--- config.mk ---
export PLATFORM = sky130hd
export DESIGN_NAME = idli_fetch_ctrl_m
export DESIGN_NICKNAME = d
export VERILOG_FILES = /design/src/rtl/idli_fetch_ctrl_m.sv
export SDC_FILE = /design/constraint.sdc
export NUM_CORES = 1
export LEC_CHECK = 0
export CORE_UTILIZATION = 40
export DETAILED_ROUTE_END_ITERATION = 6
export GPL_ROUTABILITY_DRIVEN = 1
export PLACE_DENSITY = 0.73
export REMOVE_ABC_BUFFERS = 1
export SLEW_MARGIN = 20
export SYNTH_ARGS = -nofsm -noshare
export SYNTH_HDL_FRONTEND = slang
export SYNTH_SLANG_ARGS = --single-unit
--- constraint.sdc ---
create_clock -name i_dcd_gck -period 2.5 [get_ports i_dcd_gck]
set_clock_uncertainty 0.2 [all_clocks]
set_input_delay 0.25 -clock i_dcd_gck [delete_from_list [all_inputs] [get_ports i_dcd_gck]]
set_output_delay 0.25 -clock i_dcd_gck [all_outputs]
set_load 0.01 [all_outputs]
--- src/rtl/idli_fetch_ctrl_m.sv ---
// Instruction fetch sequencer: issues the SQI READ command, address and dummy
// cycles, then streams 16-bit instructions to the decoder as four nibbles each.
module idli_fetch_ctrl_m (
  input  logic        i_dcd_gck,
  input  logic        i_dcd_rst_n,
  input  logic        i_fetch_redirect,
  input  logic [15:0] i_fetch_pc,
  input  logic        i_fetch_stall,
  output logic [15:0] o_fetch_pc,
  output logic        o_sqi_cs_n,
  output logic        o_sqi_sck_en,
  output logic [3:0]  o_sqi_sio_out,
  output logic        o_sqi_sio_oe,
  input  logic [3:0]  i_sqi_sio_in,
  output logic [3:0]  o_dcd_enc,
  output logic        o_dcd_enc_vld
);

  localparam int unsigned PC_W    = 16;
  localparam int unsigned SEQ_W   = 3;
  localparam int unsigned NIB_W   = 2;
  localparam int unsigned SIO_W   = 4;
  localparam int unsigned ADDR_W  = 24;

  localparam logic [2:0] ST_IDLE  = 3'd0;
  localparam logic [2:0] ST_GAP   = 3'd1;
  localparam logic [2:0] ST_CMD   = 3'd2;
  localparam logic [2:0] ST_ADDR  = 3'd3;
  localparam logic [2:0] ST_DUMMY = 3'd4;
  localparam logic [2:0] ST_DATA  = 3'd5;
  localparam logic [2:0] ST_PAUSE = 3'd6;

  localparam logic [SEQ_W-1:0] CMD_LAST   = SEQ_W'(1);
  localparam logic [SEQ_W-1:0] ADDR_LAST  = SEQ_W'(5);
  localparam logic [SEQ_W-1:0] DUMMY_LAST = SEQ_W'(1);
  localparam logic [NIB_W-1:0] NIB_LAST   = NIB_W'(3);

  logic [2:0]        state_q, state_d;
  logic [SEQ_W-1:0]  seq_q, seq_d;
  logic [NIB_W-1:0]  nib_q, nib_d;
  logic [PC_W-1:0]   pc_q, pc_d;
  logic              pend_q, pend_d;
  logic [PC_W-1:0]   pend_pc_q, pend_pc_d;

  logic              cs_n_q, cs_n_d;
  logic              sck_en_q, sck_en_d;
  logic              oe_q, oe_d;
  logic [SIO_W-1:0]  sio_out_q, sio_out_d;
  logic              vld_q, vld_d;
  logic [ADDR_W-1:0] byte_addr_d;

  // State register and registered outputs
  always_ff @(posedge i_dcd_gck or negedge i_dcd_rst_n) begin
    if (!i_dcd_rst_n) begin
      state_q   <= ST_IDLE;
      seq_q     <= '0;
      nib_q     <= '0;
      pc_q      <= '0;
      pend_q    <= 1'b0;
      pend_pc_q <= '0;
      cs_n_q    <= 1'b1;
      sck_en_q  <= 1'b0;
      oe_q      <= 1'b0;
      sio_out_q <= '0;
      vld_q     <= 1'b0;
    end else begin
      state_q   <= state_d;
      seq_q     <= seq_d;
      nib_q     <= nib_d;
      pc_q      <= pc_d;
      pend_q    <= pend_d;
      pend_pc_q <= pend_pc_d;
      cs_n_q    <= cs_n_d;
      sck_en_q  <= sck_en_d;
      oe_q      <= oe_d;
      sio_out_q <= sio_out_d;
      vld_q     <= vld_d;
    end
  end

  // Next state, PC and redirect bookkeeping
  always_comb begin
    state_d   = state_q;
    seq_d     = seq_q;
    nib_d     = nib_q;
    pc_d      = pc_q;
    pend_d    = pend_q;
    pend_pc_d = pend_pc_q;
    case (state_q)
      ST_IDLE: begin
        if (i_fetch_redirect) begin
          pc_d    = i_fetch_pc;
          state_d = ST_CMD;
          seq_d   = '0;
        end
      end
      ST_GAP: begin
        if (i_fetch_redirect) pc_d = i_fetch_pc;
        state_d = ST_CMD;
        seq_d   = '0;
      end
      ST_CMD, ST_ADDR, ST_DUMMY: begin
        if (i_fetch_redirect) begin
          pc_d    = i_fetch_pc;
          state_d = ST_GAP;
        end else if (state_q == ST_CMD && seq_q == CMD_LAST) begin
          state_d = ST_ADDR;
          seq_d   = '0;
        end else if (state_q == ST_ADDR && seq_q == ADDR_LAST) begin
          state_d = ST_DUMMY;
          seq_d   = '0;
        end else if (state_q == ST_DUMMY && seq_q == DUMMY_LAST) begin
          state_d = ST_DATA;
          nib_d   = '0;
        end else begin
          seq_d = seq_q + SEQ_W'(1);
        end
      end
      ST_DATA: begin
        nib_d = nib_q + NIB_W'(1);
        if (nib_q != NIB_LAST) begin
          // Redirects mid-instruction wait until the instruction completes
          if (i_fetch_redirect) begin
            pend_d    = 1'b1;
            pend_pc_d = i_fetch_pc;
          end
        end else if (i_fetch_redirect || pend_q) begin
          pc_d    = i_fetch_redirect ? i_fetch_pc : pend_pc_q;
          pend_d  = 1'b0;
          state_d = ST_GAP;
        end else begin
          pc_d = pc_q + PC_W'(1);
          if (i_fetch_stall) state_d = ST_PAUSE;
        end
      end
      ST_PAUSE: begin
        if (i_fetch_redirect) begin
          pc_d    = i_fetch_pc;
          state_d = ST_GAP;
        end else if (!i_fetch_stall) begin
          state_d = ST_DATA;
          nib_d   = '0;
        end
      end
      default: state_d = ST_IDLE;
    endcase
  end

  // Moore output decode of the upcoming state, registered above
  always_comb begin
    cs_n_d      = 1'b1;
    sck_en_d    = 1'b0;
    oe_d        = 1'b0;
    sio_out_d   = '0;
    vld_d       = 1'b0;
    byte_addr_d = {7'b0, pc_d, 1'b0};
    case (state_d)
      ST_CMD: begin
        cs_n_d    = 1'b0;
        sck_en_d  = 1'b1;
        oe_d      = 1'b1;
        sio_out_d = (seq_d == '0) ? 4'h0 : 4'h3;
      end
      ST_ADDR: begin
        cs_n_d   = 1'b0;
        sck_en_d = 1'b1;
        oe_d     = 1'b1;
        case (seq_d)
          3'd0:    sio_out_d = byte_addr_d[23:20];
          3'd1:    sio_out_d = byte_addr_d[19:16];
          3'd2:    sio_out_d = byte_addr_d[15:12];
          3'd3:    sio_out_d = byte_addr_d[11:8];
          3'd4:    sio_out_d = byte_addr_d[7:4];
          default: sio_out_d = byte_addr_d[3:0];
        endcase
      end
      ST_DUMMY: begin
        cs_n_d   = 1'b0;
        sck_en_d = 1'b1;
      end
      ST_DATA: begin
        cs_n_d   = 1'b0;
        sck_en_d = 1'b1;
        vld_d    = 1'b1;
      end
      ST_PAUSE: cs_n_d = 1'b0;
      default: ;
    endcase
  end

  assign o_fetch_pc    = pc_q;
  assign o_sqi_cs_n    = cs_n_q;
  assign o_sqi_sck_en  = sck_en_q;
  assign o_sqi_sio_oe  = oe_q;
  assign o_sqi_sio_out = sio_out_q;
  assign o_dcd_enc_vld = vld_q;
  // Memory nibble flows straight through to the decoder while streaming
  assign o_dcd_enc     = vld_q ? i_sqi_sio_in : '0;

endmodule

# Word-level counts from Yosys, hierarchy flattened
# Cells that the tools add are included.
[word_totals]
register_bits = 49
inputBits = 24
output_inout_bits = 28
elab_cells = 95
[classes]
add_sub_neg = 3
eq_ne = 25
n_mux = 40
reduce_logical = 16
[ops]
columns = ["op", "count"]
rows = [
  ["16-bit two-way mux", 4],
  ["3-bit two-way mux", 15],
  ["16-bit case mux with 2 select lines", 1],
  ["3-bit equality test (second input constant)", 8],
  ["4-bit case mux with 5 select lines", 1],
  ["3-bit by 2-bit equality test with 1-bit output (second input constant)", 6],
  ["16-bit by 1-bit adder with 16-bit output (second input constant)", 1],
  ["2-bit != test (second input constant)", 8],
  ["3-bit case mux with 5 select lines", 1],
  ["2-bit two-way mux", 7],
  ["3-bit by 1-bit equality test with 1-bit output (second input constant)", 3],
  ["3-bit case mux with 3 select lines", 1],
  ["4-bit case mux with 2 select lines", 1],
  ["1-bit two-way mux", 7],
  ["7-bit AND reduction", 1],
  ["3-bit zero test", 2],
  ["2-bit case mux with 3 select lines", 1],
  ["6-bit OR reduction", 1],
  ["5-bit OR reduction", 1],
  ["4-bit two-way mux", 1],
  ["4-bit OR reduction", 1],
  ["3-bit by 1-bit adder with 3-bit output (second input constant)", 1],
  ["1-bit logical AND", 3],
  ["3-bit AND reduction", 1],
  ["other kinds (7)", 7],
]

# Depth between registers and ports, before layout
[logic_depth]
ltp_word = 10
depth_mapped = 10
depth_no_buf = 9

# Worst setup path after synthesis
# Ideal clock, no wire load.
[synth_path]
path_kind = "register to register"
startpoint = "register seq_q[1]"
endpoint = "register sio_out_q[3] (netlist: o_sqi_sio_out[3])"
setup_ps = 94
t_arrival_ps = 2042
required_ps = 2206
setup_slack_ps = 164
path_stages_with_launch = 10
path_buffers = 1
period_less_slack_ps = 2336
path_cell_list = "dfrtp_1 inv_1 ha_1 clkbuf_1 nand2b_1 and3_1 o31a_2 a2111oi_1 o21ai_1 a221oi_2"
[synth_between]
elab_chain_cells = 10
word_cells_on_any_way = 26
classes_between = "add/sub: 1; eq/ne: 8; mux: 13; reduce/logical: 4"
[synth_lines]
columns = ["item", "line_no", "rtl"]
rows = [
  ["from (decl)", "39", "logic [SEQ_W-1:0] seq_q, seq_d;"],
  ["from (signal assigned)", "68", "seq_q <= seq_d;"],
  ["branches (longest 9 deep; another with 3-bit by 1-bit adder with 3-bit output)", "n/a", ""],
  ["4-bit case mux with 2 select lines (*)", "157", "case (state_d)"],
  ["via sio_out_d[3]", "48", "logic [SIO_W-1:0] sio_out_q, sio_out_d;"],
  ["to (signal assigned)", "76", "sio_out_q <= sio_out_d;"],
  ["to (decl)", "48", ""],
]
# Mark *: on every way through the listed nets, which the timed path passes.
# A chain may end at the register's enable or synchronous reset.

# Worst setup path in the final report
[layout_path]
startpoint = "register state_q[1]"
endpoint = "register sio_out_q[3] (netlist: o_sqi_sio_out[3])"
[layout_between]
elab_chain_cells = 10
word_cells_on_any_way = 38
classes_between = "eq/ne: 12; mux: 19; reduce/logical: 7"
[layout_lines]
columns = ["item", "line_no", "rtl"]
rows = [
  ["from (decl)", "38", "logic [2:0] state_q, state_d;"],
  ["from (signal assigned)", "67", "state_q <= state_d;"],
  ["3-bit equality test", "89, 112", ""],
  ["1-bit logical AND", "112", "end else if (state_q == ST_DUMMY && seq_q == DUMMY_LAST) begin"],
  ["3-bit two-way mux", "112", ""],
  ["3-bit two-way mux", "109", "end else if (state_q == ST_ADDR && seq_q == ADDR_LAST) begin"],
  ["3-bit two-way mux", "106", "end else if (state_q == ST_CMD && seq_q == CMD_LAST) begin"],
  ["3-bit two-way mux", "103", "if (i_fetch_redirect) begin"],
  ["3-bit case mux with 3 select lines", "89", "case (state_q)"],
  ["3-bit equality test (tied with other cells)", "168", "case (seq_d)"],
  ["4-bit case mux with 5 select lines", "168", ""],
  ["4-bit case mux with 2 select lines (*)", "157", ""],
  ["via sio_out_d[3]", "48", ""],
]
# The timed path passes the listed nets; every way through them passes the cells marked *.

==> out/metrics.csv <==
stage,metric,value,unit
power,power_frac_clock,0.196,
clock_network,htreeDepth,2,
clock_network,cts_buffer_depth,2,
routing,firstDrtPassIters,4,
power,peakVddDrop,0.434,mV
yosys,yosysWarnings,0,
clock_network,cts_buffers,5,
floorplan,die_w,91.2,um
floorplan,row_count,32,
critical_path,crit_fanout,8,
finish,n_fill_cell,690,
power,power_density,797,mW/mm^2
critical_path,cpMaxStageDelayCell,dfrtp_2,
floorplan,io_pins,52,
power,p_sw,1.29,mW
critical_path,path_delay_family,compound AO/OA/AOI/OAI gates,
floorplan,die_area,0.00832,mm^2
yosys,synth_cell_types,84,
placed_design,dp.cells,499,
finish,nets,438,
yosys,synthFlopType,dfrtp_1,
placed_design,routabilityCongestion,0.874,
grt,grt-ovfl-total,0,
grt,grt_antenna_before_repair,0,
grt,grt_first_pass_wirelength,15.5,mm
critical_path,cp.arrival,2.45,ns
timing,max_freq,0.412,GHz
routing,drtIter0Drc,178,
power,combinationalPowerShare,0.466,
critical_path,cp_data_required_time,2.52,ns
yosys,ys_ff_latch,49,
floorplan,core,0.00773,mm^2
clock_network,root_buffer,clkbuf_8,
critical_path,slowest_delay,0.49,ns
timing,relSlewSlack,0.585,
routing,vias_per_cell,5.96,
power,total_power,3.43,mW
timing,fin_crit,2.43,ns
critical_path,path_cells,"clkbuf_4, and4b_1, o21ai_2, buf_4, nor2_1, a2111oi_1, o21ai_1, a221oi_2",
routing,vias,3059,
clock_network,clk_latency,0.31,ns
finish,finalNonFillerCells,513,
placed_design,numPortBuffers,51,
flow_run,drv_cap,0,
critical_path,crit_path_start_kind,register,
finish,ff_latch_area,0.00123,mm^2
power,swShare,0.376,
grt,grt_pass1_vias,3101,
finish,final_common_cell,clkdlybuf4s50_1,
yosys,synth.yosys.seq_area_share,0.385,
floorplan,die_h,91.2,um
floorplan,initial_core_util,0.412,
power,pwr-share-seq,0.338,
timing,period_share,0.971,
timing,worst_pin_slew,0.622,ns
yosys,postSynthAreaPerCell,9.89,um^2
finish,diodes,0,
routing,drc,0,
placed_design,hpwlAfterDp,6.83,mm
power,p_int,2.14,mW
yosys,async_reset_ff_frac,1.00,
timing,drv_slew,0,
finish,area_growth,35.1,%
critical_path,endpoint_kind,register,
critical_path,critPathBufInv,2,
routing,drt-wirelength-per-cell,18.0,um
routing,ant_nets,0,
finish,most-common-layout-cells,"clkdlybuf4s50_1 (50), buf_4 (46), dfrtp_1 (45)",
finish,drive_above_1_share,0.277,
hold_path,hold_path_class,register to register,
critical_path,path_class,register to register,
finish,multi_input_area,0.00187,mm^2
clock_network,clock-sinks,49,
clock_network,cts_tree,done,
timing,finalHoldViolCount,0,
outcome,status,finished clean,
grt,grt_max_degree,50,
yosys,netlist_area,0.00318,mm^2
yosys,synth_cells,322,
clock_network,cts.clk_slew.worst_paths,0.09,ns
routing,postRouteWirelength,9.24,mm
timing,setup_viol,0,
power,power.leakage,1.76,nW
yosys,synth_edf_count,0,
grt,grt_usage,0.234,
metrics by stage:
stage	instance area (um^2)	worst slack, ns	util	hold slack [ns]	TNS, ns
5_1_grt	4300	-0.0155	0.557	0.337	-0.0155
3_5_place_dp	4050	-0.161	0.523	0.198	-0.468
4_1_cts	4200	0.0242	0.543	0.310	0
2_1_floorplan	3080	-0.000820	-	-0.246	-0.0131
3_3_place_gp	4050	-0.0952	0.523	0.189	-0.206
6_report	4300	0.0736	0.557	0.308	0
worst paths after layout:
path	start	to	slack (ns)	cells past startpoint
setup / recovery	state_q[1]$_DFF_PN0_	o_sqi_sio_out[3]$_DFF_PN0_	0.07	8
hold / removal	pend_pc_q[1]$_DFFE_PN0P_	pend_pc_q[1]$_DFFE_PN0P_	0.31	1
setup reg to reg	state_q[1]$_DFF_PN0_	o_sqi_sio_out[3]$_DFF_PN0_	0.07	8
hold reg to reg	pend_pc_q[1]$_DFFE_PN0P_	pend_pc_q[1]$_DFFE_PN0P_	0.31	1
max in group asynchronous	i_dcd_rst_n	state_q[1]$_DFF_PN0_	1.29	3
min in group asynchronous	i_dcd_rst_n	o_sqi_sck_en$_DFF_PN0_	0.37	3
final cells by class:
type | count | area share
well taps | 102 | 0.0297
clock buffers | 5 | 0.0160
multi-input cells | 241 | 0.435
clock inverters | 3 | 0.0151
repair buffers | 100 | 0.206
inverters | 13 | 0.0113
flip-flops and latches | 49 | 0.286
synth_stat cells, types with 5 or more instances:
master,number,area share
buf_2,11,0.017
nor2_1,16,0.019
o21ai_0,14,0.022
mux2_2,17,0.060
o22ai_1,12,0.024
xnor2_1,9,0.025
dfrtp_1,48,0.38
nor3_1,7,0.011
nor2b_1,5,0.0098
a211oi_1,12,0.028
nand2_1,17,0.020
inv_1,12,0.014
a21oi_1,12,0.019
and2_1,6,0.012
nand2b_1,8,0.016
power groups by stage:
stage                     registers [mW]  clock network (mW)  logic (mW)
final                               1.16               0.673        1.60
after global routing                1.18               0.712        1.74
after CTS                           1.15               0.690        1.46
after detailed placement            1.17                   0        1.44
after global placement              1.17                   0        1.40
after floorplan                     1.18                   0       0.766
kinds of logic after synthesis:
kind of cell	share of synthesized area
AOI/OAI and AO/OA	0.257
and+or+nand+nor	0.196
DFF	0.385
buffers and inverters	0.0491
muxes	0.0664
xor gates and xnor gates	0.0303
adders and majority gates	0.0157
flip-flops by register name (all words and copies together), names as in the netlist:
| register | cells |
|---|---|
| o_fetch_pc | 16 |
| pend_pc_q | 16 |
| o_sqi_sio_out | 4 |
| seq_q | 3 |
| state_q | 3 |
| nib_q | 2 |
| o_dcd_enc_vld | 1 |
| o_sqi_cs_n | 1 |
| o_sqi_sck_en | 1 |
| o_sqi_sio_oe | 1 |
| pend_q | 1 |
worst reg2reg max path: stages (launching register included):
cell	delay, ns
dfrtp_2	0.49
clkbuf_4	0.24
and4b_1	0.23
o21ai_2	0.21
buf_4	0.18
nor2_1	0.06
a2111oi_1	0.35
o21ai_1	0.13
a221oi_2	0.26
routing by layer:
metal	wire [um]	GRT usage	vias to the layer above
met5	0	0	-
met4	296	0.0966	0
met3	595	0.0419	29
met2	4330	0.376	128
met1	4020	0.310	1491
li1	-	-	1411
repair_timing:
item	CTS	global route
hold buffers	1	0
setup endpoints to repair	4	16
pin swaps	0	1
gates resized for setup	3	19
hold endpoints to repair	48	0
buffers inserted	0	5
cloned	0	0
No activity file was read; power rests on OpenSTA's default activity.
==> RTL change 1 (same settings) <==
`pc_q` no longer has a reset.
--- a/src/rtl/idli_fetch_ctrl_m.sv
+++ b/src/rtl/idli_fetch_ctrl_m.sv
@@ -57,3 +57,2 @@
       nib_q     <= '0;
-      pc_q      <= '0;
       pend_q    <= 1'b0;
@@ -69,3 +68,2 @@
       nib_q     <= nib_d;
-      pc_q      <= pc_d;
       pend_q    <= pend_d;
@@ -78,2 +76,6 @@
     end
+  end
+
+  always_ff @(posedge i_dcd_gck) begin
+    pc_q <= pc_d;
   end
Formal check against the unedited RTL: not equivalent (a bounded check fails within 4 cycles, from zero or initial values and one cycle with i_dcd_rst_n low).
==> RTL change 1 against the original RTL <==
  * Fmax down 1.5%
  * Setup slack worse by 36 ps
  * Final area rose by 13%
  * Count of clock-buffer cells in the layout did not move
  * Routed wire length up 31%
  * Synthesized area grew 4.2%
  * Sequential cell count stayed put
  * Cell count is 22% higher
  * Total power is 0.91% higher
  * Sequential power fell by 9%
==> RTL change 1: results (changes against the original RTL) <==
** Worst setup path
- Slowest cell on the critical path :: sky130_fd_sc_hd__clkdlybuf4s50_1 (was sky130_fd_sc_hd__dfrtp_2)
- Largest driver fanout on the critical path :: 5 (was 8)
- The last element of the critical path is o_sqi_sio_out[0]$_DFF_PN0_ (was o_sqi_sio_out[3]$_DFF_PN0_).
- The endpoint arrival time on the critical path came to 2530 ps (was 2450 ps).
- The startpoint of the most critical register-to-register path was o_fetch_pc[0]$_DFF_P_ (was state_q[1]$_DFF_PN0_).
- R2R Path End :: o_sqi_sio_out[1]$_DFF_PN0_ (was o_sqi_sio_out[3]$_DFF_PN0_)

** Place
- Final weighted congestion in routability-driven placement :: 0.997 (was 0.874)
- The post-place setup slack was -511 ps (was -161 ps).
- Placed Area :: 4700 um^2 (was 4050 um^2)

** Detailed routing
- Overall routed net length :: 12.1 mm (was 9.24 mm)
- The number of design-rule violations left by the first detailed-router iteration was 337 (was 178).
- The average via count per standard cell is 6.02 (was 5.96).

** Synth
- The async set-or-reset flop fraction in the synthesized netlist is 67.3% (was 100%).
- The share of the yosys chip area belonging to registers was 34.6% (was 38.5%).
- Leading cell types by count after synthesis: sky130_fd_sc_hd__dfrtp_1 (32), sky130_fd_sc_hd__nor2_1 (24), sky130_fd_sc_hd__a21oi_1 (22), sky130_fd_sc_hd__nand2_1 (22), sky130_fd_sc_hd__o21ai_0 (20) (was sky130_fd_sc_hd__dfrtp_1 (48), sky130_fd_sc_hd__mux2_2 (17), sky130_fd_sc_hd__nand2_1 (17), sky130_fd_sc_hd__nor2_1 (16), sky130_fd_sc_hd__o21ai_0 (14)).
- Top post-synthesis cells by area :: sky130_fd_sc_hd__dfrtp_1 (24%), sky130_fd_sc_hd__dfxtp_1 (9.6%), sky130_fd_sc_hd__mux2_2 (5.8%), sky130_fd_sc_hd__nand2b_1 (3.6%), sky130_fd_sc_hd__a21oi_1 (3.3%) (was sky130_fd_sc_hd__dfrtp_1 (38%), sky130_fd_sc_hd__mux2_2 (6.0%), sky130_fd_sc_hd__a211oi_1 (2.8%), sky130_fd_sc_hd__xnor2_1 (2.5%), sky130_fd_sc_hd__o22ai_1 (2.4%))

** STA
- The relative slew slack came to 68.5% (was 58.5%).
- Clock period minus worst slack :: 2460 ps (was 2430 ps)

** Final layout
- Fraction of final layout cells sized beyond drive strength 1 :: 32.5% (was 27.7%)
- Fin cells :: 628 (was 513)
- Number of inserted filler cells in the final layout :: 698 (was 690)

** GRT
- The number of global-route vias before repair was 3,685 (was 3,101).
- The total track usage was 28.8% (was 23.4%).

** Status
- Status :: complete, no violations (unchanged)

** Power
- Peak VDD IR :: 0.344 mV (was 0.434 mV)
- Leak pwr :: 0.00209 uW (was 0.00176 uW)

** Clock network
- The CTS clock-pin slew for the worst setup and hold paths was 110 ps (was 90 ps).
RTL change 1: cell types whose count changed after synthesis, sizes merged, moves of 4 or more:
cell	change
nor2	+8
dfrtp	-16
o311ai	+5
a211oi	-10
nand3	+9
a31oi	+4
xnor2	-7
nand2	+4
dfxtp	+16
o22ai	-6
a21oi	+10
nand2b	+11
RTL change 1: kinds of logic (layout without fill, tap and decap cells):
kind of cell	Yosys count	after routing	synth area share, %
AND/OR/NAND/NOR	129	129	21.5
adder cells (fa/ha/maj)	4	4	1.51
AO/OA/AOI/OAI	130	130	28.7
buffers and inverters	39	190	5.73
XOR/XNOR	2	2	0.528
multiplexers	22	22	7.43
flip-flops	49	49	34.6
RTL change 1: area by class of cell:
class,count,area (um^2),share of cell area [%]
flip-flops and latches,49,1150,23.7
repair buffers,167,1390,28.7
well taps,102,128,2.63
multi-input cells,287,2040,41.9
clock buffers,5,68.8,1.42
clock inverters,3,25.0,0.515
inverters,15,56.3,1.16
RTL change 1: power groups by stage:
stage	registers, uW	clock network (uW)	logic (uW)
3_3_place_gp	1060	0	1780
4_1_cts	1060	527	1840
2_1_floorplan	1140	0	772
6_report	1060	521	1880
3_5_place_dp	1070	0	1810
5_1_grt	1070	551	2030
RTL change 1: routing by layer:
| metal | up-vias | track usage [%] | part of all wire [%] |
|---|---|---|---|
| li1 | 1752 | - | - |
| met1 | 1813 | 39.1 | 43 |
| met2 | 195 | 46.3 | 47 |
| met3 | 22 | 5.37 | 8.5 |
| met4 | 0 | 8.97 | 2.2 |
| met5 | - | 0 | 0 |
RTL change 1: what timing repair did:
item	in CTS	in global routing
hold buffers	0	0
setup endpoints to repair	4	5
buffers inserted	0	1
resized for setup	7	9
pin swaps	0	2
==> RTL change 2 (same flow settings) <==
Made on the original files. The localparam `NIB_W` goes from 2 to 4.
--- a/src/rtl/idli_fetch_ctrl_m.sv
+++ b/src/rtl/idli_fetch_ctrl_m.sv
@@ -20,3 +20,3 @@
   localparam int unsigned SEQ_W   = 3;
-  localparam int unsigned NIB_W   = 2;
+  localparam int unsigned NIB_W   = 4;
   localparam int unsigned SIO_W   = 4;
Check against the original RTL: no difference found for any inputs over 10 cycles, from zero or initial values and one cycle with i_dcd_rst_n low; that may be too few to reach the edited logic, so the function may still have changed.
==> RTL change 2 against the original RTL <==
  * Total power up 13%
  * Largest power group unchanged
  * Routed wire length up 19%
  * Critical path type unchanged
  * Synthesized area up 0.59%
  * Critical endpoint unchanged
  * Fmax down 2.2%
  * Global-route usage up 2.6 points
  * Sequential cell count up 2
  * Highest routed layer unchanged
  * Non-clock buffer count up 69
  * Final area up 14%
  * Setup slack worse by 55 ps
==> RTL change 2: results (changes against the original RTL) <==
** GRT
- The total track usage is 26.0% (was 23.4%).
- The met3 usage in global routing is 4.77% (was 4.19%).
- The met1 layer usage reported by global route was 33.5% (was 31.0%).
- The met2 track demand over resource was 42.2% (was 37.6%).
- Maximum number of pins on one net before global-route repair :: 37 (was 50)
- The number of global-route vias before repair is 3,429 (was 3,101).

** Synth
- Adder and majority gate portion of the synthesized area :: 1.56% (was 1.57%)
- Top post-synthesis cells by area :: sky130_fd_sc_hd__dfrtp_1 (39%), sky130_fd_sc_hd__mux2_2 (4.9%), sky130_fd_sc_hd__nand2_1 (4.1%), sky130_fd_sc_hd__o21ai_0 (4.1%), sky130_fd_sc_hd__a21oi_1 (3.0%) (was sky130_fd_sc_hd__dfrtp_1 (38%), sky130_fd_sc_hd__mux2_2 (6.0%), sky130_fd_sc_hd__a211oi_1 (2.8%), sky130_fd_sc_hd__xnor2_1 (2.5%), sky130_fd_sc_hd__o22ai_1 (2.4%))
- Cells after Synth :: 348 (was 322)
- Number of distinct standard cells referenced by the synthesized netlist :: 76 (was 84)
- Share of cell area taken by muxes after synthesis :: 5.55% (was 6.64%)
- Share of the synthesized area in compound gates (AO/OA/AOI/OAI) :: 25.9% (was 25.7%)
- XOR/XNOR Fraction of Synth Area :: 0.547% (was 3.03%)

** Power
- P_int :: 2430 uW (was 2140 uW)
- The leakage power came to 0.00206 uW (was 0.00176 uW).
- The power consumed by the clock network is 606 uW (was 673 uW).
- The reported combinational group power is 2100 uW (was 1600 uW).
- The worst voltage drop across the vdd grid is 0.366 mV (was 0.434 mV).

** Final layout
- The register area is 1280 um^2 (was 1230 um^2).
- The proportion of cell area spent on the clock network is 2.29% (was 3.11%).
- Total number of multi-input combinational cells :: 262 (was 241)
- The post-layout net count is 531 (was 438).
- Non-CTS inverters :: 14 (was 13)
- The non-clock buffer instance count of the final layout came to 169 (was 100).
- The fraction of final layout cells with drive strength greater than 1 is 38.9% (was 27.7%).
- The fraction of area in registers is 26.0% (was 28.6%).

** Place
- The global placement routability congestion came to 0.980 (was 0.874).
- Placed Area :: 4510 um^2 (was 4050 um^2)

** Detailed routing
- Via count normalized by instance count :: 5.92 (was 5.96)
- Met3 Routed Length :: 825 um (was 595 um)
- The detailed-router iteration count before antenna repair was 5 (was 4).
- The post-detailed-route wirelength per cell was 18.2 um (was 18.0 um).
- Initial DRC Count :: 286 (was 178)
- Metal-1 WL :: 4.48 mm (was 4.02 mm)

** Worst hold path
- The path category of the worst min-delay check is in2async (was reg2reg).

** Status
- Status: complete, no violations (unchanged).

** STA
- Slew Limit Headroom :: 64.8% (was 58.5%)

** Clock network
- Clock sink total :: 51 (was 49)
- Reg clk slew, reported paths :: 110 ps (was 90 ps)
- Post_cts resized :: 10 (was 3)

** Worst setup path
- The endpoint arrival time on the critical path came to 2480 ps (was 2450 ps).
- The delay contributed by the slowest stage of the critical path is 450 ps (was 490 ps).
## RTL change 2: changes by cell type in the layout (fill, tap and decap cells not counted), sizes merged, moves of 5 or more
| cell | delta |
|---|---|
| buf | +70 |
| nand2 | +17 |
| o21ai | +11 |
| a21oi | +8 |
| xnor2 | -7 |
| a211oi | -5 |
| a31oi | +5 |
## RTL change 2: worst paths after layout
kind,from,to,slack (ps),depth (start not counted)
max in group asynchronous,i_dcd_rst_n,state_q[0]$_DFF_PN0_,1090,3
min,i_dcd_rst_n,pend_pc_q[14]$_DFFE_PN0P_,190,2
max reg2reg,state_q[1]$_DFF_PN0_,o_sqi_sio_out[3]$_DFF_PN0_,20,8
min reg2reg,pend_pc_q[1]$_DFFE_PN0P_,pend_pc_q[1]$_DFFE_PN0P_,320,1
min in group i_dcd_gck,pend_pc_q[1]$_DFFE_PN0P_,pend_pc_q[1]$_DFFE_PN0P_,320,1
max,state_q[1]$_DFF_PN0_,o_sqi_sio_out[3]$_DFF_PN0_,20,8
